## src/rtl/stdp_pkg.sv

```systemverilog
// Shared definitions for the LIF neuron and the STDP block it feeds:
// default datapath width, spike/weight widths and the neuron state encoding.
package stdp_pkg;

    // Default membrane / weight / threshold width.
    localparam int WIDTH_DEF = 8;

    // Spike and weight widths shared with the STDP block.
    localparam int SPIKE_W   = 1;
    localparam int WEIGHT_W  = WIDTH_DEF;

    // Refractory counter width (REFRACT_CYCLES is limited to 0..255).
    localparam int REFRACT_CNT_W = 8;

    // Neuron FSM state, 2-bit encoding.
    typedef enum logic [1:0] {
        INTEGRATE = 2'd0,
        FIRE      = 2'd1,
        REFRACT   = 2'd2
    } neuron_state_t;

endpackage

```

## src/rtl/lif_neuron_if.sv

```systemverilog
// Spike / weight bundle between the STDP stage and the LIF neuron.
//
// Handshake: there is no valid/ready pair and no backpressure. pre_spike is a
// per-cycle strobe that qualifies weight; both are sampled on every rising
// clk edge. post_spike is a registered one-cycle strobe; membrane and
// refractory are registered status outputs valid every cycle.
interface lif_neuron_if #(
    parameter int WIDTH = stdp_pkg::WIDTH_DEF
);
    logic             pre_spike;
    logic [WIDTH-1:0] weight;
    logic             post_spike;
    logic [WIDTH-1:0] membrane;
    logic             refractory;

    // Driver side (STDP block / testbench).
    modport master (
        output pre_spike,
        output weight,
        input  post_spike,
        input  membrane,
        input  refractory
    );

    // Neuron side.
    modport slave (
        input  pre_spike,
        input  weight,
        output post_spike,
        output membrane,
        output refractory
    );
endinterface

```

## src/rtl/lif_neuron.sv

```systemverilog
// Leaky integrate-and-fire neuron. Integrates the synaptic weight on each
// pre-synaptic spike, leaks v >> LEAK_SHIFT every cycle, fires a one-cycle
// post_spike on threshold crossing and then holds off for REFRACT_CYCLES.
module lif_neuron
    import stdp_pkg::*;
#(
    parameter int WIDTH          = WIDTH_DEF,
    parameter int THRESHOLD      = 64,
    parameter int LEAK_SHIFT     = 3,
    parameter int REFRACT_CYCLES = 4
) (
    input  logic          clk,
    input  logic          reset,
    lif_neuron_if.slave   nrn,
    output neuron_state_t o_state
);

    localparam logic [WIDTH-1:0] THR = WIDTH'(THRESHOLD);
    localparam logic [REFRACT_CNT_W-1:0] REFRACT_INIT =
        (REFRACT_CYCLES > 0) ? REFRACT_CNT_W'(REFRACT_CYCLES - 1) : '0;

    neuron_state_t            r_state;
    neuron_state_t            w_state_next;
    logic [WIDTH-1:0]         r_v;
    logic [WIDTH-1:0]         w_v_next;
    logic [REFRACT_CNT_W-1:0] r_cnt;
    logic [REFRACT_CNT_W-1:0] w_cnt_next;
    logic                     r_post;
    logic                     r_refr;

    // One guard bit so leak + weight can never wrap before saturation.
    logic [WIDTH:0]           w_v_ext;
    logic [WIDTH:0]           w_leaked;
    logic [WIDTH:0]           w_add;
    logic [WIDTH:0]           w_sum;
    logic [WIDTH-1:0]         w_sat;

    // Integration datapath: leak, add weight on spike, saturate to all-ones.
    always_comb begin
        w_v_ext  = {1'b0, r_v};
        w_leaked = w_v_ext - (w_v_ext >> LEAK_SHIFT);
        w_add    = nrn.pre_spike ? {1'b0, nrn.weight} : '0;
        w_sum    = w_leaked + w_add;
        w_sat    = w_sum[WIDTH] ? {WIDTH{1'b1}} : w_sum[WIDTH-1:0];
    end

    // Next-state, next-membrane and refractory counter decisions.
    always_comb begin
        w_state_next = r_state;
        w_v_next     = r_v;
        w_cnt_next   = r_cnt;
        case (r_state)
            INTEGRATE: begin
                // Compare the saturated value so overflow always fires.
                if (w_sat >= THR) begin
                    w_state_next = FIRE;
                    w_v_next     = '0;
                end else begin
                    w_v_next     = w_sat;
                end
            end
            FIRE: begin
                w_v_next = '0;
                if (REFRACT_CYCLES == 0) begin
                    w_state_next = INTEGRATE;
                end else begin
                    w_state_next = REFRACT;
                    w_cnt_next   = REFRACT_INIT;
                end
            end
            REFRACT: begin
                // Inputs are ignored; counter reaching 0 ends the hold-off.
                w_v_next = '0;
                if (r_cnt == '0) begin
                    w_state_next = INTEGRATE;
                end else begin
                    w_cnt_next   = r_cnt - 1'b1;
                end
            end
            default: begin
                w_state_next = INTEGRATE;
                w_v_next     = '0;
                w_cnt_next   = '0;
            end
        endcase
    end

    // State, membrane and registered output flags; reset wins in every state.
    always_ff @(posedge clk) begin
        if (reset) begin
            r_state <= INTEGRATE;
            r_v     <= '0;
            r_cnt   <= '0;
            r_post  <= 1'b0;
            r_refr  <= 1'b0;
        end else begin
            r_state <= w_state_next;
            r_v     <= w_v_next;
            r_cnt   <= w_cnt_next;
            r_post  <= (w_state_next == FIRE);
            r_refr  <= (w_state_next == REFRACT);
        end
    end

    assign nrn.post_spike = r_post;
    assign nrn.refractory = r_refr;
    assign nrn.membrane   = r_v;
    assign o_state        = r_state;

endmodule

```

## src/flat_wrapper.sv

```systemverilog
// flat-port wrapper written by rule: the top's interface ports become plain ports
module lif_neuron_flat import stdp_pkg::*;
#(
    parameter int WIDTH          = WIDTH_DEF,
    parameter int THRESHOLD      = 64,
    parameter int LEAK_SHIFT     = 3,
    parameter int REFRACT_CYCLES = 4
)
  (clk, reset, o_state, nrn_pre_spike, nrn_weight, nrn_post_spike, nrn_membrane, nrn_refractory);
  lif_neuron_if #(.WIDTH(WIDTH)) nrn_i ();
  input  logic clk;
  input  logic reset;
  output neuron_state_t o_state;
  input wire logic [$bits(nrn_i.pre_spike)-1:0] nrn_pre_spike;
  input wire logic [$bits(nrn_i.weight)-1:0] nrn_weight;
  output wire logic [$bits(nrn_i.post_spike)-1:0] nrn_post_spike;
  output wire logic [$bits(nrn_i.membrane)-1:0] nrn_membrane;
  output wire logic [$bits(nrn_i.refractory)-1:0] nrn_refractory;
  assign nrn_i.pre_spike = nrn_pre_spike;
  assign nrn_i.weight = nrn_weight;
  assign nrn_post_spike = nrn_i.post_spike;
  assign nrn_membrane = nrn_i.membrane;
  assign nrn_refractory = nrn_i.refractory;
  lif_neuron #(.WIDTH(WIDTH), .THRESHOLD(THRESHOLD), .LEAK_SHIFT(LEAK_SHIFT), .REFRACT_CYCLES(REFRACT_CYCLES)) u_core (.clk(clk), .reset(reset), .nrn(nrn_i), .o_state(o_state));
endmodule
```

## config.mk

```make
export PLATFORM = sky130hd
export DESIGN_NAME = lif_neuron_flat
export DESIGN_NICKNAME = d
export VERILOG_FILES = /design/src/rtl/stdp_pkg.sv /design/src/rtl/lif_neuron_if.sv /design/src/rtl/lif_neuron.sv /design/src/flat_wrapper.sv
export SDC_FILE = /design/constraint.sdc
export NUM_CORES = 1
export LEC_CHECK = 0
export CORE_AREA = 2 2 71 53
export DETAILED_ROUTE_END_ITERATION = 6
export DIE_AREA = 0 0 73 55
export GPL_TIMING_DRIVEN = 0
export PLACE_DENSITY = 0.69
export SLEW_MARGIN = 20
export SYNTH_ARGS = -nofsm -noshare
export SYNTH_HDL_FRONTEND = slang
export SYNTH_SLANG_ARGS = --single-unit
```

## constraint.sdc

```tcl
create_clock -name clk -period 5.2 [get_ports clk]
set_input_delay 1.04 -clock clk [delete_from_list [all_inputs] [get_ports clk]]
set_output_delay 1.04 -clock clk [all_outputs]
set_load 0.01 [all_outputs]
```

==> results of run 1 <==
[area by class of cell]
| type | instances | area, um^2 | area share |
|---|---|---|---|
| sequential | 20 | 400 | 0.220 |
| inverter | 29 | 109 | 0.0598 |
| multi-input combinational | 126 | 991 | 0.545 |
| timing repair buffer | 21 | 210 | 0.116 |
| clock buffer | 4 | 55.1 | 0.0303 |
| tap | 40 | 50.0 | 0.0275 |
| buffer | 1 | 3.75 | 0.00206 |
[metrics by stage]
step | area [um^2] | utilization
5_1_grt | 1820 | 0.542
3_5_place_dp | 1760 | 0.526
3_3_place_gp | 1760 | 0.526
6_report | 1820 | 0.542
4_1_cts | 1820 | 0.542
2_1_floorplan | 1500 | -
[cells in the final DEF, fill, tap and decap left out, types with 2 or more instances in the layout]
cell / n
sky130_fd_sc_hd__fa_1: 5
sky130_fd_sc_hd__dfxtp_1: 20
sky130_fd_sc_hd__nand2b_1: 4
sky130_fd_sc_hd__o21a_1: 7
sky130_fd_sc_hd__nor2b_1: 4
sky130_fd_sc_hd__o31ai_1: 2
sky130_fd_sc_hd__nand3_1: 2
sky130_fd_sc_hd__o21ai_0: 4
sky130_fd_sc_hd__a21oi_1: 12
sky130_fd_sc_hd__o211ai_1: 2
sky130_fd_sc_hd__conb_1: 2
sky130_fd_sc_hd__clkdlybuf4s50_1: 21
sky130_fd_sc_hd__nor2_1: 10
sky130_fd_sc_hd__nand2_1: 15
sky130_fd_sc_hd__xor2_1: 5
sky130_fd_sc_hd__nor3b_1: 2
sky130_fd_sc_hd__a21o_1: 5
sky130_fd_sc_hd__clkbuf_8: 4
sky130_fd_sc_hd__inv_1: 29
sky130_fd_sc_hd__or3_1: 2
sky130_fd_sc_hd__a211oi_1: 3
sky130_fd_sc_hd__ha_1: 18
sky130_fd_sc_hd__nor3_1: 3
[kinds of logic after synthesis]
kind of cell / after synthesis / synth area share
flip-flops: 20 / 0.267
adder cells (fa/ha/maj): 23 / 0.217
XOR/XNOR: 6 / 0.0350
buffers and inverters: 30 / 0.0751
AO/OA/AOI/OAI: 41 / 0.188
AND/OR/NAND/NOR: 52 / 0.202
other: 1 / 0.00250
multiplexers: 2 / 0.0142
[worst max-delay path, cell delays in order]
cell and delay (ps):
sky130_fd_sc_hd__clkdlybuf4s50_1 450, sky130_fd_sc_hd__nand2_1 60, sky130_fd_sc_hd__fa_1 500, sky130_fd_sc_hd__inv_1 70, sky130_fd_sc_hd__fa_1 480, sky130_fd_sc_hd__a211oi_1 410
sky130_fd_sc_hd__or4b_1 180, sky130_fd_sc_hd__o31ai_1 90, sky130_fd_sc_hd__nor4_2 360, sky130_fd_sc_hd__nor3b_1 330, sky130_fd_sc_hd__o221a_1 220
[power breakdown]
part | internal [mW] | switching [mW]
logic | 0.207 | 0.223
registers | 0.192 | 0.0393
clock network | 0.0673 | 0.0507
total | 0.466 | 0.313
[state kept, by name (all words and copies together), names as in the netlist]
name	count
u_core.o_state	2
u_core.nrn.refractory	1
u_core.r_cnt	8
u_core.nrn.membrane	8
u_core.nrn.post_spike	1
[routing by layer]
layer / share of wire / GRT usage / vias up
li1: - / - / 647
met1: 0.50 / 0.210 / 566
met3: 0.040 / 0.0380 / 2
met5: 0 / 0 / -
met2: 0.46 / 0.290 / 22
met4: 0.0037 / 0.0278 / 0
[path summary, 6_finish.rpt]
path                          start  cells after the start  slack [ps]                     to
max                   nrn_weight[1]                     11        1220  u_core.nrn.refractory
min                 u_core.r_cnt[1]                      2         490        u_core.r_cnt[1]
max reg2reg  u_core.nrn.membrane[1]                     10        2090  u_core.nrn.refractory
min reg2reg         u_core.r_cnt[1]                      2         490        u_core.r_cnt[1]
==> impl_metrics.xml, run 1 <==
<?xml version="1.0" encoding="UTF-8"?>
<metrics>
  <group name="run_status">
    <metric name="status" unit="">completed</metric>
  </group>
  <group name="yosys">
    <metric name="share_of_synthesized_area_occupied_by_flip_flops_and_latches" unit="">0.267</metric>
    <metric name="postSynthCellCount" unit="">175</metric>
    <metric name="synth_enable_flop_cells" unit="">0</metric>
    <metric name="synth_async_sr_flop_share" unit="">0</metric>
    <metric name="cell_taking_the_most_area_after_synthesis" unit="">sky130_fd_sc_hd__dfxtp_1</metric>
    <metric name="synth.lib_cells_used.distinct" unit="">41</metric>
    <metric name="synthTopCellsByArea" unit="">sky130_fd_sc_hd__dfxtp_1 27%, sky130_fd_sc_hd__ha_1 15%, sky130_fd_sc_hd__inv_1 7.3%</metric>
    <metric name="netlist.area_leader.share" unit="">0.267</metric>
    <metric name="synthesis.yosys.warnings" unit="">0</metric>
    <metric name="synthFlopType" unit="">sky130_fd_sc_hd__dfxtp_1</metric>
    <metric name="netlist_top_cells_count" unit="">29 x sky130_fd_sc_hd__inv_1, 20 x sky130_fd_sc_hd__dfxtp_1, 18 x sky130_fd_sc_hd__ha_1</metric>
    <metric name="ys_seq_elements" unit="">20</metric>
    <metric name="syn_avg_cell_area" unit="um^2">8.57</metric>
    <metric name="mapped_cell_area" unit="mm^2">0.00150</metric>
    <metric name="post-synth-top-count-cell" unit="">sky130_fd_sc_hd__inv_1</metric>
  </group>
  <group name="final_layout">
    <metric name="antenna_cells_inserted" unit="">0</metric>
    <metric name="syn2layout_area_growth" unit="%">21.3</metric>
    <metric name="final_cell_count_no_fill" unit="">241</metric>
    <metric name="layout.nets" unit="">236</metric>
    <metric name="fillerInstances" unit="">303</metric>
    <metric name="drive_above_1_share" unit="">0.0597</metric>
  </group>
  <group name="placement">
    <metric name="place_worst_setup_slack" unit="ps">943</metric>
    <metric name="dpl.hpwl" unit="um">2400</metric>
    <metric name="dpl.cell_count" unit="">237</metric>
    <metric name="routability_congestion_estimate_from_global_placement" unit="">0.818</metric>
    <metric name="number_of_port_buffers" unit="">21</metric>
  </group>
  <group name="timing">
    <metric name="fmaxAchievable" unit="MHz">251</metric>
    <metric name="final.setup_skew" unit="ps">1.58</metric>
    <metric name="finalSetupViolCount" unit="">0</metric>
    <metric name="slew_viol_final" unit="">0</metric>
    <metric name="setup_slack" unit="ps">1220</metric>
    <metric name="fin_hold_ws" unit="ps">492</metric>
    <metric name="hold_viol_final" unit="">0</metric>
    <metric name="period_needed" unit="ps">3980</metric>
    <metric name="unrepaired_setup_endpoints_after_global_routing" unit="">false</metric>
    <metric name="min_period_over_period" unit="">0.766</metric>
    <metric name="fin_tns_setup" unit="ps">0</metric>
  </group>
  <group name="route">
    <metric name="detail_route.first_pass.iterations" unit="">4</metric>
    <metric name="route.detailed.vias_per_inst" unit="">5.13</metric>
    <metric name="drc" unit="">0</metric>
    <metric name="finalWirelength" unit="um">2950</metric>
    <metric name="initialDrtViolationCount" unit="">65</metric>
    <metric name="vias" unit="">1237</metric>
    <metric name="antenna_violating_nets_left" unit="">0</metric>
    <metric name="routed_wire_length_per_instance" unit="um">12.2</metric>
  </group>
  <group name="pwr">
    <metric name="p_total" unit="uW">779</metric>
    <metric name="total_leakage_power" unit="nW">0.813</metric>
    <metric name="cell_area_power_density" unit="mW/mm^2">428</metric>
    <metric name="vdd_drop_max" unit="mV">0.242</metric>
  </group>
  <group name="setup_path">
    <metric name="worstPathArrival" unit="ps">4180</metric>
    <metric name="cp.required" unit="ps">5400</metric>
    <metric name="worst_setup_path_category" unit="">in -&gt; reg</metric>
    <metric name="critPathMaxFanout" unit="">4</metric>
    <metric name="critPathLaunchType" unit="">input pin</metric>
    <metric name="worst_setup_path_end_kind" unit="">flip-flop</metric>
  </group>
  <group name="clock_tree">
    <metric name="cts_root_buffer" unit="">sky130_fd_sc_hd__clkbuf_8</metric>
    <metric name="numCtsBuffers" unit="">3</metric>
    <metric name="htreeDepth" unit="">1</metric>
    <metric name="post_cts_repair_resize_count" unit="">0</metric>
    <metric name="clock_latency" unit="ps">250</metric>
    <metric name="clock_tree_from_tritoncts" unit="">yes</metric>
    <metric name="post_cts_setup_buffers" unit="">0</metric>
    <metric name="worst_setup_hold_path_clk_slew" unit="ps">70</metric>
    <metric name="buffer_levels_on_the_longest_clock_path" unit="">2</metric>
    <metric name="cts-hold-fix-buffers" unit="">0</metric>
    <metric name="clock-sinks" unit="">20</metric>
  </group>
  <group name="global_route">
    <metric name="antenna_found_initial" unit="">0</metric>
    <metric name="global_route.usage.total" unit="">0.164</metric>
    <metric name="grt_first_pass_wirelength" unit="um">5120</metric>
    <metric name="pin_count_of_the_biggest_net_entering_global_routing" unit="">12</metric>
    <metric name="vias_in_the_first_global_route" unit="">1159</metric>
    <metric name="grt_remaining_overflow" unit="">0</metric>
  </group>
  <group name="floorplanning">
    <metric name="top_level_pins" unit="">23</metric>
    <metric name="floorplan.initialDensity" unit="">0.447</metric>
    <metric name="die_height" unit="um">55</metric>
    <metric name="die_area" unit="mm^2">0.00402</metric>
    <metric name="die_w" unit="um">73</metric>
    <metric name="core_region_area" unit="mm^2">0.00336</metric>
    <metric name="fp-row-count" unit="">18</metric>
  </group>
  <group name="run">
    <metric name="number_of_max_cap_violations" unit="">0</metric>
  </group>
  <group name="hold_path">
    <metric name="min_delay_worst_type" unit="">reg -&gt; reg</metric>
  </group>
</metrics>
(Power assumes the default switching activity.)
==> run 2, diff against run 1 <==
- clock period: 5.2 -> 3.8 ns (I/O delays scaled with it)
==> impl_metrics.xml, run 2 (synthesis gave the netlist of run 1 again) <==
<?xml version="1.0" encoding="UTF-8"?>
<metrics>
  <group name="run_status">
    <metric name="status" unit="">completed</metric>
  </group>
  <group name="final_layout">
    <metric name="fillerInstances" unit="">300</metric>
    <metric name="drive_above_1_share" unit="">0.0746</metric>
    <metric name="layout.area.seq" unit="um^2">400</metric>
    <metric name="layout.nets" unit="">236</metric>
    <metric name="multi_input_combinational_cell_area" unit="mm^2">0.00101</metric>
    <metric name="layout_commonest_cell" unit="">sky130_fd_sc_hd__inv_1</metric>
    <metric name="most_used_cells_in_the_layout_excluding_fill_and_tap_cells" unit="">29 x sky130_fd_sc_hd__inv_1, 21 x sky130_fd_sc_hd__clkdlybuf4s50_1, 20 x sky130_fd_sc_hd__dfxtp_1, 18 x sky130_fd_sc_hd__ha_1, 15 x sky130_fd_sc_hd__nand2_1</metric>
    <metric name="final_core_util" unit="">0.547</metric>
    <metric name="antenna_cells_inserted" unit="">0</metric>
    <metric name="syn2layout_area_growth" unit="%">22.3</metric>
    <metric name="stdcell_area" unit="mm^2">0.00183</metric>
  </group>
  <group name="setup_path">
    <metric name="worst-r2r-setup-slack" unit="ps">760</metric>
    <metric name="cp.required" unit="ps">4000</metric>
    <metric name="crit_start" unit="">nrn_weight[1]</metric>
    <metric name="crit-reg2reg-capture" unit="">u_core.nrn.membrane[4]</metric>
    <metric name="worst_setup_path_end_kind" unit="">flip-flop</metric>
    <metric name="worst_setup_path_category" unit="">in -&gt; reg</metric>
    <metric name="worstPathArrival" unit="ps">3830</metric>
    <metric name="critPathLaunchType" unit="">input pin</metric>
    <metric name="worstSetupEndpoint" unit="">u_core.nrn.membrane[4]</metric>
    <metric name="r2r-start" unit="">u_core.nrn.membrane[1]</metric>
    <metric name="r2r.worst_path.cells" unit="">10</metric>
    <metric name="critPathMaxFanout" unit="">10</metric>
  </group>
  <group name="clock_tree">
    <metric name="cts_root_buffer" unit="">sky130_fd_sc_hd__clkbuf_8</metric>
    <metric name="cts-hold-fix-buffers" unit="">0</metric>
    <metric name="buffer_levels_on_the_longest_clock_path" unit="">2</metric>
    <metric name="clock-sinks" unit="">20</metric>
    <metric name="numCtsBuffers" unit="">3</metric>
    <metric name="post_cts_setup_buffers" unit="">0</metric>
    <metric name="clock_latency" unit="ps">260</metric>
    <metric name="post_cts_repair_resize_count" unit="">0</metric>
    <metric name="htreeDepth" unit="">1</metric>
    <metric name="worst_setup_hold_path_clk_slew" unit="ps">80</metric>
    <metric name="clock_tree_from_tritoncts" unit="">yes</metric>
  </group>
  <group name="timing">
    <metric name="period_needed" unit="ps">3630</metric>
    <metric name="fmaxAchievable" unit="MHz">275</metric>
    <metric name="hold_viol_final" unit="">0</metric>
    <metric name="min_period_over_period" unit="">0.955</metric>
    <metric name="final.setup_skew" unit="ps">2.24</metric>
    <metric name="slew_viol_final" unit="">0</metric>
    <metric name="unrepaired_setup_endpoints_after_global_routing" unit="">false</metric>
    <metric name="finalSetupViolCount" unit="">0</metric>
  </group>
  <group name="floorplanning">
    <metric name="die_height" unit="um">55</metric>
    <metric name="core_region_area" unit="mm^2">0.00336</metric>
    <metric name="top_level_pins" unit="">23</metric>
    <metric name="floorplan.initialDensity" unit="">0.447</metric>
    <metric name="die_area" unit="mm^2">0.00402</metric>
    <metric name="fp-row-count" unit="">18</metric>
    <metric name="die_w" unit="um">73</metric>
  </group>
  <group name="global_route">
    <metric name="grt_remaining_overflow" unit="">0</metric>
    <metric name="pin_count_of_the_biggest_net_entering_global_routing" unit="">12</metric>
    <metric name="grt_first_pass_wirelength" unit="um">5120</metric>
    <metric name="global_route.usage.total" unit="">0.164</metric>
    <metric name="antenna_found_initial" unit="">0</metric>
    <metric name="vias_in_the_first_global_route" unit="">1159</metric>
  </group>
  <group name="run">
    <metric name="number_of_max_cap_violations" unit="">0</metric>
  </group>
  <group name="route">
    <metric name="antenna_violating_nets_left" unit="">0</metric>
    <metric name="drc" unit="">0</metric>
    <metric name="initialDrtViolationCount" unit="">76</metric>
    <metric name="route.detailed.vias_per_inst" unit="">5.15</metric>
    <metric name="maxUsedRoutingLayer" unit="">met4</metric>
    <metric name="routed_wire_length_per_instance" unit="um">12.3</metric>
    <metric name="m1WireLength" unit="um">1480</metric>
    <metric name="finalWirelength" unit="um">2970</metric>
    <metric name="wl_met2" unit="um">1380</metric>
    <metric name="met3_length" unit="um">101</metric>
    <metric name="vias" unit="">1241</metric>
    <metric name="detail_route.first_pass.iterations" unit="">4</metric>
  </group>
  <group name="pwr">
    <metric name="total_leakage_power" unit="nW">0.817</metric>
    <metric name="vdd_drop_max" unit="mV">0.332</metric>
    <metric name="cell_area_power_density" unit="mW/mm^2">587</metric>
  </group>
  <group name="placement">
    <metric name="number_of_port_buffers" unit="">21</metric>
    <metric name="dpl_cell_area" unit="mm^2">0.00176</metric>
    <metric name="dpl.hpwl" unit="um">2400</metric>
    <metric name="routability_congestion_estimate_from_global_placement" unit="">0.818</metric>
  </group>
  <group name="hold_path">
    <metric name="worst_hold_path.num_cells" unit="">2</metric>
    <metric name="min_delay_worst_type" unit="">reg -&gt; reg</metric>
  </group>
</metrics>
-- run 2: cell type report --
type | count | area share
Inverter | 29 | 0.0593
Buffer | 1 | 0.00205
Multi-Input combinational cell | 126 | 0.548
Sequential cell | 20 | 0.218
Clock buffer | 4 | 0.0300
Tap cell | 40 | 0.0273
Timing Repair Buffer | 21 | 0.115
-- run 2: routing by layer --
metal,track usage,vias to the layer above
met5,0,-
met4,0.0278,0
met2,0.290,17
met3,0.0380,2
met1,0.210,575
li1,-,647
-- run 2: how the worst min path moves through the flow --
stage	start	endpoint	slack (ps)
finish	u_core.r_cnt[1]	u_core.r_cnt[1]	490
global route	u_core.r_cnt[0]	u_core.r_cnt[0]	520
CTS	u_core.r_cnt[1]	u_core.r_cnt[1]	490
detailed placement	u_core.r_cnt[1]	u_core.r_cnt[1]	480
global placement	u_core.r_cnt[1]	u_core.r_cnt[1]	480
floorplan	u_core.r_cnt[1]	u_core.r_cnt[1]	450
-- run 2: through the flow --
stage | TNS [ps] | instances | worst slack (ps) | power (mW) | hold slack [ps]
after global placement | -915 | 237 | -121 | 0.887 | 477
after global routing | 0 | 241 | 15.6 | 1.18 | 523
after detailed placement | -1450 | 237 | -177 | 0.907 | 482
after CTS | 0 | 241 | 64.6 | 1.08 | 495
final | 0 | 241 | 170 | 1.08 | 492
after floorplan | 0 | 176 | 362 | 0.766 | 453
-- run 2: worst max-delay path: stages --
cell	delay, ps
sky130_fd_sc_hd__clkdlybuf4s50_1	450
sky130_fd_sc_hd__nand2_1	60
sky130_fd_sc_hd__fa_1	500
sky130_fd_sc_hd__inv_1	70
sky130_fd_sc_hd__fa_1	490
sky130_fd_sc_hd__a211oi_2	320
sky130_fd_sc_hd__nor3_1	110
sky130_fd_sc_hd__mux2i_1	170
sky130_fd_sc_hd__nand2_1	270
sky130_fd_sc_hd__and4bb_2	490
sky130_fd_sc_hd__o21a_1	150
-- run 2: report_power, final --
group          internal [mW]  switching [mW]  total, mW
combinational          0.288           0.309      0.597
sequential             0.263          0.0546      0.317
clock                 0.0922          0.0707      0.163
==> patch 1, RTL diff (config.mk and constraints of run 2) <==
Change the package constant `REFRACT_CNT_W` from 8 to 10.
--- a/src/rtl/stdp_pkg.sv
+++ b/src/rtl/stdp_pkg.sv
@@ -10,7 +10,7 @@
     localparam int WEIGHT_W  = WIDTH_DEF;
 
     // Refractory counter width (REFRACT_CYCLES is limited to 0..255).
-    localparam int REFRACT_CNT_W = 8;
+    localparam int REFRACT_CNT_W = 10;
 
     // Neuron FSM state, 2-bit encoding.
     typedef enum logic [1:0] {
Behaviour: no difference found for any inputs over 10 cycles, from zero or initial values and one cycle with reset high; that may be too few to reach the edited logic, so the function may still have changed.
==> patch 1 against run 2 <==
Non-clock buffer count increased by 3; area after synthesis rose by 12%; total power is 24% higher; critical path depth unchanged; wire length grew 19%; worst setup slack improved by 0.017 ns; sequential cell count up 2; global-route usage up 2.2 points; final area increased by 11%; critical endpoint is now u_core.nrn.refractory$_SDFF_PP0_; highest routed layer unchanged.
==> patch 1: results (changes against run 2) <==
status=finished, final reports clean (unchanged); Synth top cells by count=inv_1 (30), dfxtp_1 (22), ha_1 (17), nor2_1 (17), nand2_1 (12) (was inv_1 (29), dfxtp_1 (20), ha_1 (18), nand2_1 (15), a21oi_1 (12)); WL/cell=13.5 um (was 12.3 um); Seq/Total Area, Yosys=26.2% (was 26.7%); vias in the first global route=1,298 (was 1,159); Routed WL=3.53 mm (was 2.97 mm); detailed placement HPWL=2.87 mm (was 2.40 mm); mux cell area share after synthesis=1.26% (was 1.42%); largest net degree at the start of global routing=14 (was 12); maximum VDD drop=0.390 mV (was 0.332 mV); xor/xnor cell area share of the yosys netlist=4.69% (was 3.50%); Diodes inserted=0 (unchanged); Synth Area in Adders=18.6% (was 21.7%); Reg with most FFs=u_core.r_cnt; CTS root buf=clkbuf_8 (unchanged); Via Count=1,433 (was 1,241); Layout fillers=302 (was 300); Worst EP arrival=3.80 ns (was 3.83 ns); Yosys cell types=51 (was 41); CP top delay family=compound AO/OA/AOI/OAI gates (was adder cells); CP Max Fanout=4 (was 10); layout cell share with drive strength beyond 1=12.6% (was 7.46%); Detailed Route Iter0 Violations=53 (was 76); Leakage=0.000864 uW (was 0.000817 uW); GPL Wtd Cong=0.847 (was 0.818); placed cells=257 (was 237); compound-gate portion of the synthesized area=17.4% (was 18.8%); gr usage total=18.6% (was 16.4%); Synth top area share=26.2% (was 26.7%); clk_skew=0.00453 ns (was 0.00224 ns); Syn Area/Cell=8.62 um^2 (was 8.57 um^2); final setup vio count=0 (unchanged); first-pass GRT wire length=5.71 mm (was 5.12 mm); Slew headroom=60.9%; top cells by area in the synthesized netlist=dfxtp_1 (26%), ha_1 (13%), inv_1 (6.7%) (was dfxtp_1 (27%), ha_1 (15%), inv_1 (7.3%))
==> patch 1: kinds of logic after synthesis <==
group	count (synthesis)
compound gates	36
xor+xnor	9
fa+ha+maj	22
buf+inv	33
flops	22
mux	2
other cells	1
simple gates	70
==> patch 1: area by class of cell <==
cell class | count | area share [%]
Inverter | 30 | 5.56
Buffer | 3 | 0.741
Sequential cell | 22 | 21.7
Clock buffer | 3 | 2.04
Clock inverter | 1 | 1.48
Multi-Input combinational cell | 141 | 55.2
Timing Repair Buffer | 22 | 10.7
Tap cell | 40 | 2.47
==> patch 1: per-stage QoR <==
| step | area, um^2 | worst slack, ns | setup TNS, ns | total power, uW |
|---|---|---|---|---|
| floorplan | 1690 | 0.306 | 0 | 941 |
| global placement | 1950 | -0.131 | -0.321 | 1080 |
| detailed placement | 1950 | -0.206 | -1.06 | 1110 |
| CTS | 2020 | 0.0404 | 0 | 1340 |
| global route | 2030 | 0.00825 | 0 | 1440 |
| finish | 2030 | 0.187 | 0 | 1340 |
==> patch 1: path summary, 6_finish.rpt <==
path	cells after the start	from	slack, ns	endpoint
worst max register to register	10	u_core.nrn.membrane[1]$_SDFF_PP0_	0.78	u_core.nrn.refractory$_SDFF_PP0_
worst max-delay path	11	nrn_weight[1]	0.19	u_core.nrn.refractory$_SDFF_PP0_
worst min register to register	2	u_core.r_cnt[4]$_SDFFE_PP0P_	0.52	u_core.r_cnt[4]$_SDFFE_PP0P_
worst min-delay path	2	u_core.r_cnt[4]$_SDFFE_PP0P_	0.52	u_core.r_cnt[4]$_SDFFE_PP0P_
==> patch 1: power breakdown <==
group          switching, uW  internal, uW
combinational            400           372
sequential              59.9           287
clock                   77.3           141
total                    537           799
==> patch 1: repair_timing <==
item / CTS / global route
setup buffers: 0 / 1
endpoints found under the setup margin: 0 / 5
gates resized for setup: 0 / 1
==> patch 1: layer usage <==
layer	GRT usage (%)	part of all wire (%)	vias to the layer above
met5	0	0	-
met4	5.25	1.6	0
met3	4.53	5.7	10
met2	32.7	45	48
met1	23.0	47	665
li1	-	-	710
==> patch 1: worst reg2reg max path: cells and delay by family, from the launching register on <==
kind	cells	cell delay, ns
buffers and inverters	2	0.13
adder cells (fa/ha/maj)	2	0.98
flip-flops	1	0.33
AND/OR/NAND/NOR	2	0.49
AO/OA/AOI/OAI	4	1.00
==> patch 2, RTL diff (settings of run 2) <==
Made on the original files. `r_v` no longer has a reset.
--- a/src/rtl/lif_neuron.sv
+++ b/src/rtl/lif_neuron.sv
@@ -89,17 +89,19 @@
     always_ff @(posedge clk) begin
         if (reset) begin
             r_state <= INTEGRATE;
-            r_v     <= '0;
             r_cnt   <= '0;
             r_post  <= 1'b0;
             r_refr  <= 1'b0;
         end else begin
             r_state <= w_state_next;
-            r_v     <= w_v_next;
             r_cnt   <= w_cnt_next;
             r_post  <= (w_state_next == FIRE);
             r_refr  <= (w_state_next == REFRACT);
         end
+    end
+
+    always_ff @(posedge clk) begin
+        r_v <= w_v_next;
     end
 
     assign nrn.post_spike = r_post;
Formal check against the unedited RTL: not equivalent (Yosys sat finds a counterexample within 4 cycles, from zero or initial values and one cycle with reset high).
==> patch 2 against run 2 <==
Synthesized cell count is 5.1% lower; total power is 42% higher; clock power is 31% higher; worst setup slack better by 0.059 ns; final area is 2.8% lower; area after synthesis is 3.5% lower; sequential power is 6.6% higher; sequential cell count stayed put; die area stayed put; non-clock buffer count is 1 higher; clock skew is 0.0052 ns higher; wire length is 5.1% lower; register-to-register slack better by 0.06 ns; critical endpoint is now u_core.nrn.refractory$_SDFF_PP0_; largest power group unchanged.
==> patch 2: results (changes against run 2) <==
Hold Crit Start=u_core.r_cnt[0]$_SDFFE_PP0P_ (was u_core.r_cnt[1]$_SDFFE_PP0P_); flop-to-flop setup slack=0.82 ns (was 0.76 ns); clk_skew=0.00743 ns (was 0.00224 ns); Diodes inserted=0 (unchanged); Synth top cells by count=inv_1 (28), dfxtp_1 (20), ha_1 (18), nor2_1 (15), nand2_1 (10) (was inv_1 (29), dfxtp_1 (20), ha_1 (18), nand2_1 (15), a21oi_1 (12)); maximum VDD drop=0.330 mV (was 0.332 mV); first-pass GRT wire length=4.81 mm (was 5.12 mm); wire length on met1=1.38 mm (was 1.48 mm); r2r endpoint=u_core.nrn.refractory$_SDFF_PP0_ (was u_core.nrn.membrane[4]$_SDFF_PP0_); sequential share of cell area=22.5% (was 21.8%); Yosys cell types=37 (was 41); Vias/cell=5.04 (was 5.15); Seq/Total Area, Yosys=27.7% (was 26.7%); Via Count=1,170 (was 1,241); multi-input gates=117 (was 126); clock slew at reported path FFs=0.08 ns (about the same); Syn Area/Cell=8.72 um^2 (was 8.57 um^2); largest net degree at the start of global routing=13 (was 12); GPL Wtd Cong=0.855 (was 0.818); met2 Use GR=26.9% (was 29.0%); Clock buf/inv share=4.00% (was 3.00%); status=finished, final reports clean (unchanged); count leader, synth=inv_1 (unchanged); Detailed Route Iter0 Violations=29 (was 76); sequential power=338 uW (was 317 uW); Sw Share=43.8% (was 40.3%); Routed WL=2.82 mm (was 2.97 mm); non-clk buf share=12.2% (was 11.7%); final-layout clock buffer total=3 (was 4); detailed placement HPWL=2.28 mm (was 2.40 mm); Worst EP arrival=3.78 ns (was 3.83 ns); CP Max Fanout=9 (was 10); multi-input combinational area share=52.6% (was 54.8%); placed cells=228 (was 237); top cells by area in the synthesized netlist=dfxtp_1 (28%), ha_1 (16%), inv_1 (7.3%) (was dfxtp_1 (27%), ha_1 (15%), inv_1 (7.3%)); Routed met3 length=137 um (was 101 um); met3 Track Usage GR=4.53% (was 3.80%); nonclk buf count=23 (was 22); met2 WL=1.28 mm (was 1.38 mm); number of logic inverters in the finished layout=28 (was 29); M1 GR Usage=19.1% (was 21.0%)
## patch 2: cell count changes in the layout (fill, tap and decap cells not counted), sizes merged, moves of 3 or more
cell | run 2 | this run
nor2b | 4 | 1
nand3 | 2 | 5
nand2 | 15 | 10
xor2 | 5 | 8
nor2 | 10 | 15
## patch 2: cell families after synthesis
group           Yosys count  share of synthesized area [%]
simple gates             43                           15.3
other cells               1                          0.259
flops                    20                           27.7
xor+xnor                 11                           7.17
fa+ha+maj                23                           22.5
buf+inv                  30                           7.78
compound gates           38                           19.4
## patch 2: through the flow
step / hold WS, ns / total power (uW) / setup WS [ns] / area (um^2) / setup TNS (ns)
floorplan: 0.453 / 1090 / 0.464 / 1450 / 0
global placement: 0.477 / 1280 / 0.0405 / 1710 / 0
detailed placement: 0.488 / 1310 / -0.0138 / 1710 / -0.0273
CTS: 0.501 / 1540 / 0.198 / 1780 / 0
global route: 0.539 / 1680 / 0.0625 / 1780 / 0
finish: 0.495 / 1530 / 0.228 / 1780 / 0
